$ cat config.mk
export PLATFORM = sky130hd
export DESIGN_NAME = data_connection_block_cfg_flat
export DESIGN_NICKNAME = d
export VERILOG_FILES = /design/src/rtl/data_connection_block_cfg_pkg.sv /design/src/rtl/data_connection_block_cfg_if.sv /design/src/rtl/data_connection_block_cfg_loader.sv /design/src/rtl/data_connection_block_cfg.sv /design/src/flat_wrapper.sv
export SDC_FILE = /design/constraint.sdc
export NUM_CORES = 1
export LEC_CHECK = 0
export ABC_AREA = 1
export ABC_CLOCK_PERIOD_IN_PS = 1350
export CAP_MARGIN = 0
export CORE_UTILIZATION = 57
export CTS_CLUSTER_SIZE = 25
export DETAILED_ROUTE_END_ITERATION = 7
export GPL_TIMING_DRIVEN = 0
export PLACE_DENSITY_LB_ADDON = 0.2
export SETUP_SLACK_MARGIN = 0.2
export SYNTH_ARGS = -nofsm -noshare
export SYNTH_HDL_FRONTEND = slang
export SYNTH_HIERARCHICAL = 1
export SYNTH_SLANG_ARGS = --single-unit
$ cat constraint.sdc
create_clock -name clk -period 1.35 [get_ports clk]
set_input_delay 0.27 -clock clk [delete_from_list [all_inputs] [get_ports clk]]
set_output_delay 0.27 -clock clk [all_outputs]
set_load 0.03 [all_outputs]
$ cat src/rtl/data_connection_block_cfg_pkg.sv
// Shared types and layout helpers for the data connection block.
package dcb_pkg;

  typedef enum logic [1:0] {
    IDLE,
    SHIFT,
    FULL,
    COMMIT
  } ld_state_e;

  function automatic int sel_in_f(int w, int ww);
    return $clog2(2 * w / ww);
  endfunction

  function automatic int sel_out_f(int dout);
    return $clog2(dout + 1);
  endfunction

  function automatic int cfg_bits_f(int w, int ww,
                                    int din, int dout);
    return sel_in_f(w, ww) * din * ww
         + sel_out_f(dout) * 2 * w;
  endfunction

  function automatic int cfg_words_f(int bits, int cw);
    return (bits + cw - 1) / cw;
  endfunction

  function automatic int in_off_f(int i, int j,
                                  int ww, int sel_in);
    return (i * ww + j) * sel_in;
  endfunction

  function automatic int n_off_f(int t, int base,
                                 int sel_out);
    return base + 2 * t * sel_out;
  endfunction

  function automatic int s_off_f(int t, int base,
                                 int sel_out);
    return base + (2 * t + 1) * sel_out;
  endfunction

endpackage

$ cat src/rtl/data_connection_block_cfg_if.sv
// Config stream: word handshake, commit request and loader status.
interface dcb_cfg_if #(
  parameter int CFG_W = 8
);
  logic             valid;
  logic             ready;
  logic [CFG_W-1:0] data;
  logic             commit;
  logic             full;
  logic             done;
  logic             err;

  modport master (
    output valid, data, commit,
    input  ready, full, done, err
  );

  modport slave (
    input  valid, data, commit,
    output ready, full, done, err
  );
endinterface

$ cat src/rtl/data_connection_block_cfg_loader.sv
// Double-buffered config loader: shift into shadow, commit to active.
module dcb_cfg_loader
  import dcb_pkg::*;
#(
  parameter int CFG_W     = 8,
  parameter int CFG_BITS  = 112,
  parameter int CFG_WORDS = 14
) (
  input  logic                clk,
  input  logic                rst,
  dcb_cfg_if.slave            cfg,
  output logic [CFG_BITS-1:0] active_o
);

  localparam int SH = CFG_WORDS * CFG_W;
  localparam int CW = $clog2(CFG_WORDS + 1);
  localparam logic [CW-1:0] LAST = CW'(CFG_WORDS);

  ld_state_e         state_q, state_d;
  logic [CW-1:0]     cnt_q, cnt_nx;
  logic [SH-1:0]     sh_q;
  logic [CFG_BITS-1:0] act_q;
  logic              err_q;
  logic              rdy;
  logic              acc;

  assign rdy    = (state_q == IDLE) || (state_q == SHIFT);
  assign acc    = cfg.valid && rdy;
  assign cnt_nx = cnt_q + 1'b1;

  always_ff @(posedge clk or negedge rst) begin
    if (!rst) state_q <= IDLE;
    else      state_q <= state_d;
  end

  always_comb begin
    state_d = state_q;
    unique case (state_q)
      IDLE, SHIFT:
        if (acc) state_d = (cnt_nx == LAST) ? FULL : SHIFT;
      FULL:
        if (cfg.commit) state_d = COMMIT;
      COMMIT:
        state_d = IDLE;
      default:
        state_d = IDLE;
    endcase
  end

  always_comb begin
    cfg.ready = rdy;
    cfg.full  = (state_q == FULL);
    cfg.done  = (state_q == COMMIT);
    cfg.err   = err_q;
  end

  // Shadow shifts right so the first word ends up in the low bits.
  always_ff @(posedge clk or negedge rst) begin
    if (!rst) begin
      cnt_q <= '0;
      sh_q  <= '0;
      act_q <= '0;
      err_q <= 1'b0;
    end else begin
      err_q <= cfg.commit && (state_q != FULL);
      if (state_q == COMMIT) begin
        cnt_q <= '0;
        act_q <= sh_q[CFG_BITS-1:0];
      end else if (acc) begin
        cnt_q <= cnt_nx;
        sh_q  <= {cfg.data, sh_q[SH-1:CFG_W]};
      end
    end
  end

  assign active_o = act_q;

endmodule

$ cat src/rtl/data_connection_block_cfg.sv
// Connection block routing muxes driven by the committed config.
// Define DCB_REG_OUT_EN to register the routing outputs.
module data_connection_block_cfg
  import dcb_pkg::*;
#(
  parameter int W       = 16,
  parameter int WW      = 4,
  parameter int DATAIN  = 4,
  parameter int DATAOUT = 3,
  parameter int CFG_W   = 8
) (
  input  logic                  clk,
  input  logic                  rst,
  input  logic [W-1:0]          north_in,
  input  logic [W-1:0]          south_in,
  output logic [W-1:0]          north_out,
  output logic [W-1:0]          south_out,
  output logic [WW*DATAIN-1:0]  data_input,
  input  logic [WW*DATAOUT-1:0] data_output,
  dcb_cfg_if.slave              cfg
);

  localparam int SEL_IN    = sel_in_f(W, WW);
  localparam int SEL_OUT   = sel_out_f(DATAOUT);
  localparam int CFG_BITS  = cfg_bits_f(W, WW, DATAIN, DATAOUT);
  localparam int CFG_WORDS = cfg_words_f(CFG_BITS, CFG_W);
  localparam int NSRC      = 2 * W / WW;
  localparam int OBASE     = SEL_IN * DATAIN * WW;

  logic [CFG_BITS-1:0]   act;
  logic [W-1:0]          no_c, so_c;
  logic [WW*DATAIN-1:0]  din_c;

  dcb_cfg_loader #(
    .CFG_W     (CFG_W),
    .CFG_BITS  (CFG_BITS),
    .CFG_WORDS (CFG_WORDS)
  ) u_loader (
    .clk      (clk),
    .rst      (rst),
    .cfg      (cfg),
    .active_o (act)
  );

  // Even selector values tap north, odd tap south.
  always_comb begin
    din_c = '0;
    no_c  = south_in;
    so_c  = north_in;
    for (int i = 0; i < DATAIN; i++) begin
      for (int j = 0; j < WW; j++) begin
        for (int k = 0; k < NSRC; k++) begin
          if (act[in_off_f(i, j, WW, SEL_IN) +: SEL_IN]
              == SEL_IN'(k)) begin
            din_c[i*WW+j] = (k % 2 == 1)
              ? south_in[(k/2)*WW+j]
              : north_in[(k/2)*WW+j];
          end
        end
      end
    end
    for (int t = 0; t < W; t++) begin
      for (int g = 0; g < DATAOUT; g++) begin
        if (act[n_off_f(t, OBASE, SEL_OUT) +: SEL_OUT]
            == SEL_OUT'(g + 1))
          no_c[t] = data_output[g*WW + t%WW];
        if (act[s_off_f(t, OBASE, SEL_OUT) +: SEL_OUT]
            == SEL_OUT'(g + 1))
          so_c[t] = data_output[g*WW + t%WW];
      end
    end
  end

`ifdef DCB_REG_OUT_EN
  logic [W-1:0]         no_q, so_q;
  logic [WW*DATAIN-1:0] din_q;

  always_ff @(posedge clk or negedge rst) begin
    if (!rst) begin
      no_q  <= '0;
      so_q  <= '0;
      din_q <= '0;
    end else begin
      no_q  <= no_c;
      so_q  <= so_c;
      din_q <= din_c;
    end
  end

  assign north_out  = no_q;
  assign south_out  = so_q;
  assign data_input = din_q;
`else
  assign north_out  = no_c;
  assign south_out  = so_c;
  assign data_input = din_c;
`endif

endmodule

$ cat src/flat_wrapper.sv
// flat-port wrapper written by rule: the top's interface ports become plain ports
module data_connection_block_cfg_flat import dcb_pkg::*;
#(
  parameter int W       = 16,
  parameter int WW      = 4,
  parameter int DATAIN  = 4,
  parameter int DATAOUT = 3,
  parameter int CFG_W   = 8
)
  (clk, rst, north_in, south_in, north_out, south_out, data_input, data_output, cfg_valid, cfg_data, cfg_commit, cfg_ready, cfg_full, cfg_done, cfg_err);
  dcb_cfg_if #(.CFG_W(CFG_W)) cfg_i ();
  input  logic clk;
  input  logic rst;
  input  logic [W-1:0] north_in;
  input  logic [W-1:0] south_in;
  output logic [W-1:0] north_out;
  output logic [W-1:0] south_out;
  output logic [WW*DATAIN-1:0] data_input;
  input  logic [WW*DATAOUT-1:0] data_output;
  input wire logic [$bits(cfg_i.valid)-1:0] cfg_valid;
  input wire logic [$bits(cfg_i.data)-1:0] cfg_data;
  input wire logic [$bits(cfg_i.commit)-1:0] cfg_commit;
  output wire logic [$bits(cfg_i.ready)-1:0] cfg_ready;
  output wire logic [$bits(cfg_i.full)-1:0] cfg_full;
  output wire logic [$bits(cfg_i.done)-1:0] cfg_done;
  output wire logic [$bits(cfg_i.err)-1:0] cfg_err;
  assign cfg_i.valid = cfg_valid;
  assign cfg_i.data = cfg_data;
  assign cfg_i.commit = cfg_commit;
  assign cfg_ready = cfg_i.ready;
  assign cfg_full = cfg_i.full;
  assign cfg_done = cfg_i.done;
  assign cfg_err = cfg_i.err;
  data_connection_block_cfg #(.W(W), .WW(WW), .DATAIN(DATAIN), .DATAOUT(DATAOUT), .CFG_W(CFG_W)) u_core (.clk(clk), .rst(rst), .north_in(north_in), .south_in(south_in), .north_out(north_out), .south_out(south_out), .data_input(data_input), .data_output(data_output), .cfg(cfg_i));
endmodule
==> qor.txt, run 1 <==
status -> finished, violations left
failing checks -> DRC, hold timing, setup timing
Lkg Pwr -> 7.44 nW
final setup vio count -> 174
worst reg2reg endpoint -> u_core/u_loader/active_o[15]$_DFFE_PN0P_
Final nets -> 1662
critical path class -> in -> out
Vert. Die Dim -> 141 um
crit path from -> south_in[9]
core area -> 18800 um2
Max-Slew Margin vs Limit -> 0.416
Initial Utilization -> 0.586
RSZ-0062 raised after global routing -> true
I/O pin total -> 108
RR Startpoint -> u_core/u_loader/state_q[1]$_DFFE_PN0P_
layout cells sized above 1 -> 0.443
share of the yosys chip area belonging to registers -> 0.524
Die W -> 141 um
DR vias -> 12100
Placed Cells -> 1757
Routed Antenna Nets -> 0
Period minus WS final -> 2.11 ns
Routed WL per cell -> 25.3 um
gr ovfl total -> 0
input/output buffers -> 102
required time worst endpoint -> 1.08 ns
worst clock skew -> 0.0198 ns
final hold viol count -> 111
DR DRC count -> 22
Sum Neg Setup Slack -> -32.92 ns
Syn Area/Cell -> 7.92 um2
P&R area growth vs syn -> 49.4%
Syn Nets -> 1452
nature of the critical path startpoint -> input pin
FILL cells -> 775
Yosys warning count -> 6
ranking of synthesized cells by area -> dfrtp_1, nand2_1, o21ai_0, inv_1, o21ai_1
DRT Pass-1 Iters -> 8
Mapped Area -> 11000 um2
Worst IR Drop VDD -> 1.85 mV
top-area cell type share of the netlist area -> 0.524
TritonCTS buffer count -> 24
largest net degree at the start of global routing -> 121
commonest non-fill, non-tap cell in the layout -> nand2_1
vias in the first global route -> 10400
worst-skew pair later-pin latency -> 0.55 ns
root buffer cell -> clkbuf_16
crit path DAT -> 1.84 ns
post-synth top area cell -> dfrtp_1
Min Hold Slack -> -0.246 ns
nature of the critical path endpoint -> primary output
H-tree levels -> 1
max-slew violations -> 0
CTS max path bufs -> 3
# Max-Cap Violations -> 0
Tcrit/Tclk final -> 1.56
post-route insts no fill -> 1880
first-pass GRT wire length -> 54600 um
antenna violations before repair -> 1
HPWL Detailed -> 23100 um
highest net fanout along the worst path -> 5
Least-Margin Pin Slew -> 0.876 ns
commonest cells after routing, fill and taps aside -> nand2_1, dfrtp_1, inv_1
GRT Util Overall -> 0.361
Power per Cell Area -> 2210 nW/um2
Fmax achieved -> 474 MHz
post-DR vias/cell -> 6.46
row count -> 50
CTS tree -> built
clk sink count -> 231
Worst-path clk slew -> 0.06 ns
Hold Path Class -> in -> async
Reg2Reg Setup Slack -> -0.12 ns
Unique masters post-synth -> 25
path depth of the worst reg2reg path -> 8
Cells after Synth -> 1394
DRT iter0 DRCs -> 1651
Die ar. -> 19900 um2
Yosys reg bits -> 231
Final GP Congestion -> 0.885
drt total wl -> 47500 um
worst setup margin -> -0.762 ns
## stage by stage
| stage | total power, mW | util | worst slack, ns | area [um2] |
|---|---|---|---|---|
| finish | 36.5 | 0.876 | -0.762 | 16500 |
| global route | 37.6 | 0.876 | -0.755 | 16500 |
| CTS | 31.3 | 0.767 | -0.502 | 14400 |
| detailed placement | 23.2 | 0.676 | -1.05 | 12700 |
| global placement | 22.8 | 0.674 | -9.49 | 12700 |
| floorplan | 18.9 | - | 0.146 | 11400 |
## worst max-delay path by stage
stage                                          endpoint  slack (ns)  depth (start not counted)
6_report                                  data_input[9]       -0.76                          8
5_1_grt                                   data_input[9]       -0.76                          8
4_1_cts                                   data_input[9]       -0.50                          7
3_5_place_dp                              north_out[13]       -1.05                          6
3_3_place_gp   u_core/u_loader/active_o[88]$_DFFE_PN0P_       -9.49                          1
2_1_floorplan                            data_input[11]        0.15                          5
## cell type report
cell class,instances,area (um2),area share
plain buffers,53,718,0.0435
well taps,260,325,0.0197
clock inverters,4,35.0,0.00212
multi-input cells,905,5830,0.354
repair buffers,182,2210,0.134
flip-flops and latches,231,5850,0.354
repair inverters,1,8.76,0.000531
diodes,1,2.50,0.000152
inverters,206,838,0.0508
clock buffers,37,679,0.0412
## power breakdown
group	switching, mW	internal [mW]	total, mW
Clock	2.92	3.47	6.38
Sequential	3.37	9.46	12.8
Combinational	10.1	7.19	17.2
Total	16.3	20.1	36.5
## kinds of logic (layout without fill, tap and decap cells)
logic type               count (synthesis)  after routing  share of synthesized area
AO/OA/AOI/OAI                          331            331                      0.160
buffers and inverters                  259            483                      0.109
flip-flops                             231            231                      0.524
other                                    0              1                          0
AND/OR/NAND/NOR                        571            572                      0.205
adder cells (fa/ha/maj)                  2              2                    0.00227
## critical path, cell delays in order
cell             delay, ns
clkdlybuf4s50_1       0.39
inv_1                 0.45
nand2_1               0.13
nand3_1               0.13
nand2_1               0.09
nor2_2                0.15
nor2_4                0.08
buf_6                 0.14
## timing repair
item                                    in CTS  in global routing
gates resized for setup                    704                437
hold endpoints to repair                   111                111
buffers inserted                            21                 31
gates cloned                                 3                 26
pin swaps                                  113                 90
endpoints found under the setup margin     204                282
## flip-flops by register name, summed over array words and instances, names as in the netlist
name                      count
u_core/u_loader/cfg.err       1
u_core/u_loader/sh_q        112
u_core/u_loader/cnt_q         4
u_core/u_loader/state_q       2
u_core/u_loader/active_o    112
## synthesized netlist by cell type
master	count
nand2_1	389
dfrtp_1	231
inv_1	184
o21ai_0	162
nor2_1	123
o21ai_1	94
a21oi_1	33
a211oi_1	31
nand4_1	27
nand3_1	26
buf_6	22
inv_2	21
buf_2	17
clkbuf_1	11
o21ai_2	7
nand3b_1	3
o22ai_1	3
buf_8	2
ha_1	2
buf_12	1
clkinv_2	1
nand2_2	1
nand2_4	1
o21bai_1	1
or2_1	1
## layer usage
layer | share of wire | up-vias | track usage | wire (um)
met1 | 0.34 | 5738 | 0.460 | 15900
met2 | 0.45 | 1116 | 0.566 | 21200
met5 | 0 | - | 0 | 0
met3 | 0.12 | 403 | 0.0707 | 5860
li1 | - | 4886 | - | -
met4 | 0.096 | 0 | 0.238 | 4550
Note: power is estimated with default switching activity, not from simulation.
==> run 2, diff against run 1 <==
- CTS_CLUSTER_SIZE: 25 -> 40
==> results of run 2 <==
Same layout as run 1: the final DEF is identical, and so are final timing and power.
